`src/rtl/loop_update_queue_if.sv`:
```
// Enqueue and bank-update bundle for loop_update_queue.
// master = backend side (drives enq, observes update); slave = the queue.
interface loop_update_queue_if #(
  parameter int PC_W   = 40,
  parameter int META_W = 120,
  parameter int NCOL   = 4
);
  logic              io_enq_valid;
  logic              io_enq_ready;
  logic [PC_W-1:0]   io_enq_bits_pc;
  logic [NCOL-1:0]   io_enq_bits_br_mask;
  logic              io_enq_bits_is_mispredict_update;
  logic              io_enq_bits_is_repair_update;
  logic              io_enq_bits_cfi_mispredicted;
  logic [META_W-1:0] io_enq_bits_meta;

  logic              io_update_valid;
  logic [PC_W-1:0]   io_update_bits_pc;
  logic [NCOL-1:0]   io_update_bits_br_mask;
  logic              io_update_bits_is_mispredict_update;
  logic              io_update_bits_is_repair_update;
  logic              io_update_bits_cfi_mispredicted;
  logic [META_W-1:0] io_update_bits_meta;

  modport master (
    output io_enq_valid, io_enq_bits_pc, io_enq_bits_br_mask,
           io_enq_bits_is_mispredict_update, io_enq_bits_is_repair_update,
           io_enq_bits_cfi_mispredicted, io_enq_bits_meta,
    input  io_enq_ready,
    input  io_update_valid, io_update_bits_pc, io_update_bits_br_mask,
           io_update_bits_is_mispredict_update, io_update_bits_is_repair_update,
           io_update_bits_cfi_mispredicted, io_update_bits_meta
  );

  modport slave (
    input  io_enq_valid, io_enq_bits_pc, io_enq_bits_br_mask,
           io_enq_bits_is_mispredict_update, io_enq_bits_is_repair_update,
           io_enq_bits_cfi_mispredicted, io_enq_bits_meta,
    output io_enq_ready,
    output io_update_valid, io_update_bits_pc, io_update_bits_br_mask,
           io_update_bits_is_mispredict_update, io_update_bits_is_repair_update,
           io_update_bits_cfi_mispredicted, io_update_bits_meta
  );
endinterface

```
`src/rtl/loop_update_queue.sv`:
```
// loop_update_queue: buffers qualifying branch-resolution updates and issues
// them one per cycle, in accept order, to the loop predictor bank.
// Optional: define LOOP_UPDQ_COALESCE_EN to merge a matching update into the
// tail entry instead of allocating a new slot.
module loop_update_queue #(
  parameter int DEPTH  = 4,
  parameter int PC_W   = 40,
  parameter int META_W = 120,
  parameter int NCOL   = 4
) (
  input  logic                         clock,
  input  logic                         reset,
  input  logic                         io_deq_hold,
  input  logic                         io_flush,
  output logic [$clog2(DEPTH+1)-1:0]   io_count,
  loop_update_queue_if.slave           io
);
  localparam int CNT_W = $clog2(DEPTH+1);
  localparam int PTR_W = $clog2(DEPTH);
  localparam int COL_W = 10;

  typedef struct packed {
    logic [PC_W-1:0]   pc;
    logic [NCOL-1:0]   br_mask;
    logic              misp;
    logic              repair;
    logic              cfi;
    logic [META_W-1:0] meta;
  } entry_t;

  entry_t             mem_q [DEPTH];
  entry_t             mem_d [DEPTH];
  entry_t             out_q, out_d, enq_e;
  logic [PTR_W-1:0]   rd_ptr_q, rd_ptr_d, wr_ptr_q, wr_ptr_d;
  logic [CNT_W-1:0]   count_q, count_d;
  logic               vld_q, vld_d;
  logic               enq_ready, accept, qual, empty, pop, bypass, merge, alloc;

  assign enq_e = '{pc:      io.io_enq_bits_pc,
                   br_mask: io.io_enq_bits_br_mask,
                   misp:    io.io_enq_bits_is_mispredict_update,
                   repair:  io.io_enq_bits_is_repair_update,
                   cfi:     io.io_enq_bits_cfi_mispredicted,
                   meta:    io.io_enq_bits_meta};

  // Handshake and qualification; ready depends only on the registered count.
  always_comb begin
    enq_ready = (count_q < CNT_W'(DEPTH));
    accept    = io.io_enq_valid & enq_ready;
    qual      = accept & (|enq_e.br_mask) & (enq_e.repair | (enq_e.misp & enq_e.cfi));
    empty     = (count_q == '0);
    pop       = ~empty & ~io_deq_hold & ~io_flush;
    // Empty queue and free drain: the new entry goes straight to the output.
    bypass    = empty & qual & ~io_deq_hold & ~io_flush;
  end

`ifdef LOOP_UPDQ_COALESCE_EN
  logic [PTR_W-1:0] tail_ptr;
  entry_t           tail_e, merged_e;

  // Merge into the tail when it stays resident and describes the same packet.
  always_comb begin
    tail_ptr = wr_ptr_q - PTR_W'(1);
    tail_e   = mem_q[tail_ptr];
    merge    = qual & ~empty & ~io_flush & ~(pop & (count_q == CNT_W'(1))) &
               (tail_e.pc[PC_W-1:4] == enq_e.pc[PC_W-1:4]) &
               (tail_e.misp == enq_e.misp) & (tail_e.repair == enq_e.repair) &
               (tail_e.cfi == enq_e.cfi);
    merged_e         = tail_e;
    merged_e.br_mask = tail_e.br_mask | enq_e.br_mask;
    for (int i = 0; i < NCOL; i++)
      if (enq_e.br_mask[i])
        merged_e.meta[COL_W*i +: COL_W] = enq_e.meta[COL_W*i +: COL_W];
  end
`else
  always_comb merge = 1'b0;
`endif

  // Storage, pointer, count and output-register next state.
  always_comb begin
    alloc    = qual & ~io_flush & ~bypass & ~merge;
    mem_d    = mem_q;
    rd_ptr_d = rd_ptr_q + PTR_W'(pop);
    wr_ptr_d = wr_ptr_q + PTR_W'(alloc);
    count_d  = count_q + CNT_W'(alloc) - CNT_W'(pop);
    if (alloc) mem_d[wr_ptr_q] = enq_e;
`ifdef LOOP_UPDQ_COALESCE_EN
    if (merge) mem_d[tail_ptr] = merged_e;
`endif
    if (io_flush) begin
      rd_ptr_d = '0;
      wr_ptr_d = '0;
      count_d  = '0;
    end
    vld_d = pop | bypass;
    out_d = out_q;
    if (pop)         out_d = mem_q[rd_ptr_q];
    else if (bypass) out_d = enq_e;
  end

  // State registers, cleared asynchronously.
  always_ff @(posedge clock or negedge reset) begin
    if (!reset) begin
      for (int i = 0; i < DEPTH; i++) mem_q[i] <= '0;
      rd_ptr_q <= '0;
      wr_ptr_q <= '0;
      count_q  <= '0;
      vld_q    <= 1'b0;
      out_q    <= '0;
    end else begin
      mem_q    <= mem_d;
      rd_ptr_q <= rd_ptr_d;
      wr_ptr_q <= wr_ptr_d;
      count_q  <= count_d;
      vld_q    <= vld_d;
      out_q    <= out_d;
    end
  end

  assign io_count                               = count_q;
  assign io.io_enq_ready                        = enq_ready;
  assign io.io_update_valid                     = vld_q;
  assign io.io_update_bits_pc                   = out_q.pc;
  assign io.io_update_bits_br_mask              = out_q.br_mask;
  assign io.io_update_bits_is_mispredict_update = out_q.misp;
  assign io.io_update_bits_is_repair_update     = out_q.repair;
  assign io.io_update_bits_cfi_mispredicted     = out_q.cfi;
  assign io.io_update_bits_meta                 = out_q.meta;
endmodule
```
`src/flat_wrapper.sv`:
```
// flat-port wrapper written by rule: the top's interface ports become plain ports
module loop_update_queue_flat 
#(
  parameter int DEPTH  = 4,
  parameter int PC_W   = 40,
  parameter int META_W = 120,
  parameter int NCOL   = 4
)
  (clock, reset, io_deq_hold, io_flush, io_count, io_io_enq_valid, io_io_enq_bits_pc, io_io_enq_bits_br_mask, io_io_enq_bits_is_mispredict_update, io_io_enq_bits_is_repair_update, io_io_enq_bits_cfi_mispredicted, io_io_enq_bits_meta, io_io_enq_ready, io_io_update_valid, io_io_update_bits_pc, io_io_update_bits_br_mask, io_io_update_bits_is_mispredict_update, io_io_update_bits_is_repair_update, io_io_update_bits_cfi_mispredicted, io_io_update_bits_meta);
  loop_update_queue_if #(.PC_W(PC_W), .META_W(META_W), .NCOL(NCOL)) io_i ();
  input  logic clock;
  input  logic reset;
  input  logic io_deq_hold;
  input  logic io_flush;
  output logic [$clog2(DEPTH+1)-1:0] io_count;
  input wire logic [$bits(io_i.io_enq_valid)-1:0] io_io_enq_valid;
  input wire logic [$bits(io_i.io_enq_bits_pc)-1:0] io_io_enq_bits_pc;
  input wire logic [$bits(io_i.io_enq_bits_br_mask)-1:0] io_io_enq_bits_br_mask;
  input wire logic [$bits(io_i.io_enq_bits_is_mispredict_update)-1:0] io_io_enq_bits_is_mispredict_update;
  input wire logic [$bits(io_i.io_enq_bits_is_repair_update)-1:0] io_io_enq_bits_is_repair_update;
  input wire logic [$bits(io_i.io_enq_bits_cfi_mispredicted)-1:0] io_io_enq_bits_cfi_mispredicted;
  input wire logic [$bits(io_i.io_enq_bits_meta)-1:0] io_io_enq_bits_meta;
  output wire logic [$bits(io_i.io_enq_ready)-1:0] io_io_enq_ready;
  output wire logic [$bits(io_i.io_update_valid)-1:0] io_io_update_valid;
  output wire logic [$bits(io_i.io_update_bits_pc)-1:0] io_io_update_bits_pc;
  output wire logic [$bits(io_i.io_update_bits_br_mask)-1:0] io_io_update_bits_br_mask;
  output wire logic [$bits(io_i.io_update_bits_is_mispredict_update)-1:0] io_io_update_bits_is_mispredict_update;
  output wire logic [$bits(io_i.io_update_bits_is_repair_update)-1:0] io_io_update_bits_is_repair_update;
  output wire logic [$bits(io_i.io_update_bits_cfi_mispredicted)-1:0] io_io_update_bits_cfi_mispredicted;
  output wire logic [$bits(io_i.io_update_bits_meta)-1:0] io_io_update_bits_meta;
  assign io_i.io_enq_valid = io_io_enq_valid;
  assign io_i.io_enq_bits_pc = io_io_enq_bits_pc;
  assign io_i.io_enq_bits_br_mask = io_io_enq_bits_br_mask;
  assign io_i.io_enq_bits_is_mispredict_update = io_io_enq_bits_is_mispredict_update;
  assign io_i.io_enq_bits_is_repair_update = io_io_enq_bits_is_repair_update;
  assign io_i.io_enq_bits_cfi_mispredicted = io_io_enq_bits_cfi_mispredicted;
  assign io_i.io_enq_bits_meta = io_io_enq_bits_meta;
  assign io_io_enq_ready = io_i.io_enq_ready;
  assign io_io_update_valid = io_i.io_update_valid;
  assign io_io_update_bits_pc = io_i.io_update_bits_pc;
  assign io_io_update_bits_br_mask = io_i.io_update_bits_br_mask;
  assign io_io_update_bits_is_mispredict_update = io_i.io_update_bits_is_mispredict_update;
  assign io_io_update_bits_is_repair_update = io_i.io_update_bits_is_repair_update;
  assign io_io_update_bits_cfi_mispredicted = io_i.io_update_bits_cfi_mispredicted;
  assign io_io_update_bits_meta = io_i.io_update_bits_meta;
  loop_update_queue #(.DEPTH(DEPTH), .PC_W(PC_W), .META_W(META_W), .NCOL(NCOL)) u_core (.clock(clock), .reset(reset), .io_deq_hold(io_deq_hold), .io_flush(io_flush), .io_count(io_count), .io(io_i));
endmodule
```
`config.mk`:
```
export PLATFORM = sky130hd
export DESIGN_NAME = loop_update_queue_flat
export DESIGN_NICKNAME = d
export VERILOG_FILES = /design/src/rtl/loop_update_queue_if.sv /design/src/rtl/loop_update_queue.sv /design/src/flat_wrapper.sv
export SDC_FILE = /design/constraint.sdc
export NUM_CORES = 1
export LEC_CHECK = 0
export BUFFER_PORTS_ARGS = -buffer_cell sky130_fd_sc_hd__buf_2
export CAP_MARGIN = 20
export CELL_PAD_IN_SITES_DETAIL_PLACEMENT = 0
export CELL_PAD_IN_SITES_GLOBAL_PLACEMENT = 1
export CORE_MARGIN = 8
export CORE_UTILIZATION = 45
export DETAILED_ROUTE_END_ITERATION = 8
export HOLD_SLACK_MARGIN = 0.03
export PLACE_DENSITY_LB_ADDON = 0.15
export SYNTH_ARGS = -nofsm -noshare
export SYNTH_HDL_FRONTEND = slang
export SYNTH_SLANG_ARGS = --single-unit
```
`constraint.sdc`:
```
create_clock -name clock -period 4.5 [get_ports clock]
set_input_delay 0.225 -clock clock [delete_from_list [all_inputs] [get_ports clock]]
set_output_delay 0.225 -clock clock [all_outputs]
set_load 0.005 [all_outputs]
```
# Word-level counts from Yosys, hierarchy flattened

Index checks and enable logic that the tools add are counted.

Register bits: 843
Bits in latches: 0
Memory bits (writable): 0
Bits in read-only memories: 0
Output and inout port bits: 172
Logic and storage cells: 76
Memories kept: 0

$add $sub $neg: 4
$mul: 0
Divide/modulo/power cells: 0
Magnitude comparators: 4
Eq/ne operators: 0
Shift-type cells: 0
Mux-type cells: 11
Bitwise gates (word level): 19
Reductions and logical operators: 4

Operator list:

| cell                                                       | number |
|---|---|
| 2-to-1 mux 167 bit                                         | 5 |
| bitwise mux 668 bit                                        | 1 |
| binary-select mux 167 bit (select 2 bit)                   | 1 |
| demux 167 bit (select 2 bit)                               | 1 |
| AND 1 bit                                                  | 11 |
| >= comparator 3 bit, second input constant                 | 2 |
| inverter 2 -> 3 bit                                        | 2 |
| adder 2 x 1 -> 2 bit                                       | 2 |
| 2-to-1 mux 2 bit                                           | 2 |
| inverter 1 bit                                             | 4 |
| OR reduction 4 bit                                         | 1 |
| adder 3 x 1 -> 3 bit                                       | 1 |
| logical NOT 3 bit                                          | 1 |
| less-than comparator 3 x 1 -> 1 bit, second input constant | 1 |
| less-than comparator 3 bit, second input constant          | 1 |
| 2-to-1 mux 3 bit                                           | 1 |
| subtractor 3 x 1 -> 3 bit                                  | 1 |
| OR 1 bit                                                   | 2 |
| nonzero test 2 bit                                         | 1 |
| logical AND 1 bit                                          | 1 |

# Longest topological paths before layout

Depth after elaboration: 12
Depth in mapped cells: 12

# Worst setup path after synthesis

Ideal clock, no wire load.

Path kind: register -> register
Start point: register u_core.count_q[1], in the netlist u_core.io_count[1]
End point: register u_core.count_q[2], in the netlist u_core.io_count[2]
Arrival: 2,250 ps
Required time: 4,379 ps
Path slack: 2,129 ps
Stages on the path, launching flop included: 11
Buffers on the path: 0
Clock period less this slack: 2,371 ps
Cell sequence: dfrtp_1 o31ai_1 inv_1 ha_1 inv_1 ha_1 inv_1 fa_1 xnor2_1 xnor2_1 nor2_1

Cells in the longest elaborated chain, start to end: 12
Elaborated cells between the ends (all ways): 17
Those cells by class: add/sub: 2; order compare: 1; mux: 1; bitwise: 12; reduce/logical: 1

RTL lines:

| what                          | line                     | text |
|---|---|---|
| start, declared               | loop_update_queue.sv:35  | `logic [CNT_W-1:0] count_q, count_d;` |
| start signal, assigned        | loop_update_queue.sv:114 | `count_q <= count_d;` |
| less-than comparator 3 bit    | loop_update_queue.sv:48  | `enq_ready = (count_q < CNT_W'(DEPTH));` |
| AND 1 bit                     | loop_update_queue.sv:49  | `accept = io.io_enq_valid & enq_ready;` |
| AND 1 bit (2 in series)       | loop_update_queue.sv:50  | `qual = accept & (\|enq_e.br_mask) & (enq_e.repair \| (enq_e.misp & enq_e.cfi));` |
| AND 1 bit (3 in series)       | loop_update_queue.sv:54  | `bypass = empty & qual & ~io_deq_hold & ~io_flush;` |
| inverter 1 bit                | loop_update_queue.sv:81  | `alloc = qual & ~io_flush & ~bypass & ~merge;` |
| AND 1 bit                     | loop_update_queue.sv:81  |  |
| adder 3 x 1 -> 3 bit          | loop_update_queue.sv:85  | `count_d = count_q + CNT_W'(alloc) - CNT_W'(pop);` |
| subtractor 3 x 1 -> 3 bit (*) | loop_update_queue.sv:85  |  |
| 2-to-1 mux 3 bit (*)          | loop_update_queue.sv:90  | `if (io_flush) begin` |
| net u_core.count_d[2]         | loop_update_queue.sv:35  |  |

Mark *: on every way through the listed nets, which the timed path passes. The rest lies on a longest branch.
A chain may end at the register's enable or synchronous reset.

# Worst setup path in the final report

Start point: register u_core.count_q[2], in the netlist u_core.io_count[2]
End point: register u_core.out_q, in the netlist u_core.io.io_update_bits_meta[79]

Cells in the longest elaborated chain, start to end: 8
Elaborated cells between the ends (all ways): 13
Those cells by class: order compare: 1; mux: 1; bitwise: 9; reduce/logical: 2

RTL lines:

| what                         | line                     | text |
|---|---|---|
| less-than comparator 3 bit   | loop_update_queue.sv:48  |  |
| AND 1 bit                    | loop_update_queue.sv:49  |  |
| AND 1 bit (2 in series)      | loop_update_queue.sv:50  |  |
| AND 1 bit (3 in series)      | loop_update_queue.sv:54  |  |
| nonzero test 2 bit (no line) | n/a                      |  |
| end signal, assigned         | loop_update_queue.sv:116 | `out_q <= out_d;` |
| end, declared                | loop_update_queue.sv:33  | `entry_t out_q, out_d, enq_e;` |

Parallel ways exist; a longest one is shown, timed or not.

==> qor.json <==
{
  "clock-root-buffer": "clkbuf_16",
  "cp-start-kind": "flop",
  "stdcell_count": 3835,
  "finalWeightedCongestion": 0.719,
  "ant_nets": 0,
  "drv_slew": 0,
  "ys.flop_type": "dfrtp_1",
  "die_y_um": 301,
  "cts_repair_resize_count": 0,
  "p_leak_nw": 20.4,
  "boundaryPins": 344,
  "timing.critical_path.to_type": "flop",
  "area.sequential_um2": 21100,
  "dr.first_iter.drc_count": 984,
  "result_of_the_run": "finished clean",
  "detail_route.wl_per_cell_um": 23.6,
  "placedCellCount": 3498,
  "synth_area_per_cell_um2": 16.4,
  "cap_viol_max_count": 0,
  "yosys.area.top_type_share_pct": 57.9,
  "power-per-cell-area_nw_per_um2": 556,
  "final.setup.tns_ns": 0,
  "yosys_warning_count": 0,
  "tritoncts_clock_tree": "built",
  "first_global_vias": 24198,
  "mapped_cells": 2216,
  "route.vias.total": 21300,
  "timing.critical_path.required_ns": 5.05,
  "min_period_over_period_pct": 59.3,
  "dpl.hpwl_um": 53200,
  "htreeDepth": 3,
  "vdd_drop_max_mv": 0.419,
  "achievable-frequency_mhz": 375,
  "numPortBuffers": 343,
  "floorplan.core_area_um2": 80400,
  "grt-ovfl-total": 0,
  "cts_sink_count": 843,
  "nFillCells": 6545,
  "critical_path_arrival_ns": 3.22,
  "drc_errors": 0,
  "synth_top_area_cell": "dfrtp_1",
  "placementRows": 104,
  "cts_max_path_buffers": 3,
  "worstRegToRegCells": 5,
  "min-delay-path-class": "in2async",
  "gr-usage-all-layers_pct": 20.3,
  "cts_buffers": 92,
  "multi_input_comb_area_um2": 14500,
  "initial_core_util_pct": 45.3,
  "yosysMostFrequentCell": "dfrtp_1",
  "capture_point_of_the_worst_path": "u_core.io.io_update_bits_meta[79]",
  "path_class": "reg2reg",
  "design.final.nets": 2878,
  "yosysSeqAreaShare_pct": 57.9,
  "cts_hold_repair.buffers": 169,
  "grt_pass1_wl_um": 145000,
  "drt-vias-per-instance": 5.55,
  "synth-edff-count": 0,
  "rsz0062_at_grt": "no",
  "cell_types_with_the_largest_area_share_after_synthesis": "dfrtp_1 58%, mux2_1 12%, mux4_2 10%",
  "share_of_cells_above_drive_strength_1_pct": 40.7,
  "layout.cell_area.non_filler_um2": 44100,
  "synth_top_cells_by_count": "843 x dfrtp_1, 396 x mux2_1, 272 x mux2_2",
  "critical_path.reg2reg.startpoint": "u_core.io_count[2]",
  "clock-skew-final_ns": 0.0255,
  "timing.slew.headroom_pct": 28.0,
  "detailed_place.area_um2": 39300,
  "cts.repair_timing.setup_buffer_count": 0,
  "final.min_clock_period_ns": 2.67,
  "die-width_um": 301,
  "regToRegEndpoint": "u_core.io.io_update_bits_meta[79]",
  "routed_wl_um": 90500,
  "timing_worst_slew_pin_value_ns": 1.08,
  "syn-num-nets": 2393,
  "die_area_um2": 90400,
  "setup_viol": 0,
  "grt_antenna_before_repair": 8,
  "timing.reg2reg.setup_slack_ns": 1.83,
  "clkTransAtPathRegs_ns": 0.06,
  "launching_element_of_the_worst_setup_path": "u_core.io_count[2]",
  "worstSkewPairLatency_ns": 0.63,
  "finalHoldViolCount": 0,
  "largest_net_degree_at_the_start_of_global_routing": 168,
  "area_growth_syn_to_layout_pct": 21.1,
  "register_bit_total_from_synthesis": 843,
  "syn_area_um2": 36400,
  "yosys.cell_types.count": 28,
  "first_pass_iteration_count_of_the_detailed_router": 5,
  "worst-path-max-fanout": 46,
  "ys_async_sr_fraction_pct": 100
}
[power breakdown]
group / internal, W / total (W) / switching (W) / leakage (nW)
Sequential: 0.00963 / 0.0109 / 0.00127 / 10.9
Combinational: 0.00369 / 0.00604 / 0.00235 / 7.97
Clock: 0.00457 / 0.00762 / 0.00305 / 1.54
[sequential cells by signal (all words and copies together) (netlist names)]
name / flops
u_core.rd_ptr_q: 2
u_core.io.io_update_valid: 1
u_core.wr_ptr_q: 2
u_core.mem_q: 668
u_core.io.io_update_bits_is_repair_update: 1
u_core.io.io_update_bits_meta: 120
u_core.io.io_update_bits_is_mispredict_update: 1
u_core.io.io_update_bits_pc: 40
u_core.io.io_update_bits_br_mask: 4
u_core.io_count: 3
u_core.io.io_update_bits_cfi_mispredicted: 1
[worst max-delay path, stage by stage (launching register included)]
cell      delay (ns)
dfrtp_1         0.43
nand2b_1        0.25
nor3_4          0.32
a21o_4          0.70
buf_4           0.60
o221a_2         0.28
[final cells by class]
class	instances	share of cell area, %
Multi-Input combinational cell	1202	32.9
Antenna cell	4	0.0227
Sequential cell	843	47.8
Timing Repair Buffer	557	9.13
Clock buffer	134	6.30
Tap cell	1060	3.01
Inverter	5	0.0425
Clock inverter	30	0.757
[cells by family (layout without fill, tap and decap cells)]
group | after synthesis | in the layout | synth area share [%]
AO/OA/AOI/OAI | 170 | 170 | 5.21
XOR/XNOR | 4 | 4 | 0.0961
adder cells (fa/ha/maj) | 5 | 5 | 0.192
buffers and inverters | 171 | 726 | 2.34
flip-flops | 843 | 843 | 57.9
multiplexers | 835 | 835 | 31.0
other | 0 | 4 | 0
AND/OR/NAND/NOR | 188 | 188 | 3.31
[cells in the final DEF (no fill, tap or decap), types with 2 or more instances in the layout]
cell type | netlist | final
buf_12 | 0 | 22
buf_2 | 74 | 342
buf_4 | 32 | 23
bufinv_16 | 0 | 5
clkbuf_1 | 59 | 11
clkbuf_16 | 0 | 93
clkbuf_8 | 0 | 30
clkinv_2 | 0 | 16
clkinv_8 | 0 | 4
clkinvlp_4 | 0 | 4
dfrtp_1 | 843 | 841
dfrtp_4 | 0 | 2
diode_2 | 0 | 4
dlygate4sd3_1 | 0 | 169
ha_1 | 4 | 4
inv_1 | 5 | 5
mux2_1 | 396 | 396
mux2_2 | 272 | 272
mux4_2 | 167 | 167
nand2b_1 | 168 | 168
nand4b_1 | 2 | 2
nor2_1 | 7 | 7
nor2b_1 | 3 | 3
nor4_4 | 2 | 2
o221a_1 | 27 | 27
o221a_2 | 140 | 140
xnor2_1 | 4 | 4
[per-layer routing]
metal	track usage [%]	wire, um	up-vias
met2	35.0	45800	397
met5	0	33	-
li1	-	-	9358
met3	4.10	4210	129
met4	5.30	2130	6
met1	26.0	38400	11410
[worst min-delay path by stage]
stage          start  cells after the start                                  end
2_1_floorplan  reset                      0  u_core.io.io_update_bits_br_mask[0]
3_3_place_gp   reset                      1                    u_core.mem_q[606]
3_5_place_dp   reset                      1                    u_core.mem_q[606]
4_1_cts        reset                      2                    u_core.mem_q[606]
5_1_grt        reset                      2                    u_core.mem_q[606]
6_report       reset                      2                    u_core.mem_q[606]
[through the flow]
stage	total power [W]	hold WS (ns)	setup WS, ns	util, %
floorplan	0.0146	-0.0706	2.13	-
global placement	0.0168	0.356	1.87	48.9
detailed placement	0.0171	0.390	1.86	48.9
CTS	0.0250	0.262	1.81	54.9
global route	0.0259	0.286	1.68	54.9
finish	0.0246	0.236	1.83	54.9
Power figures use the tool's default switching activity.
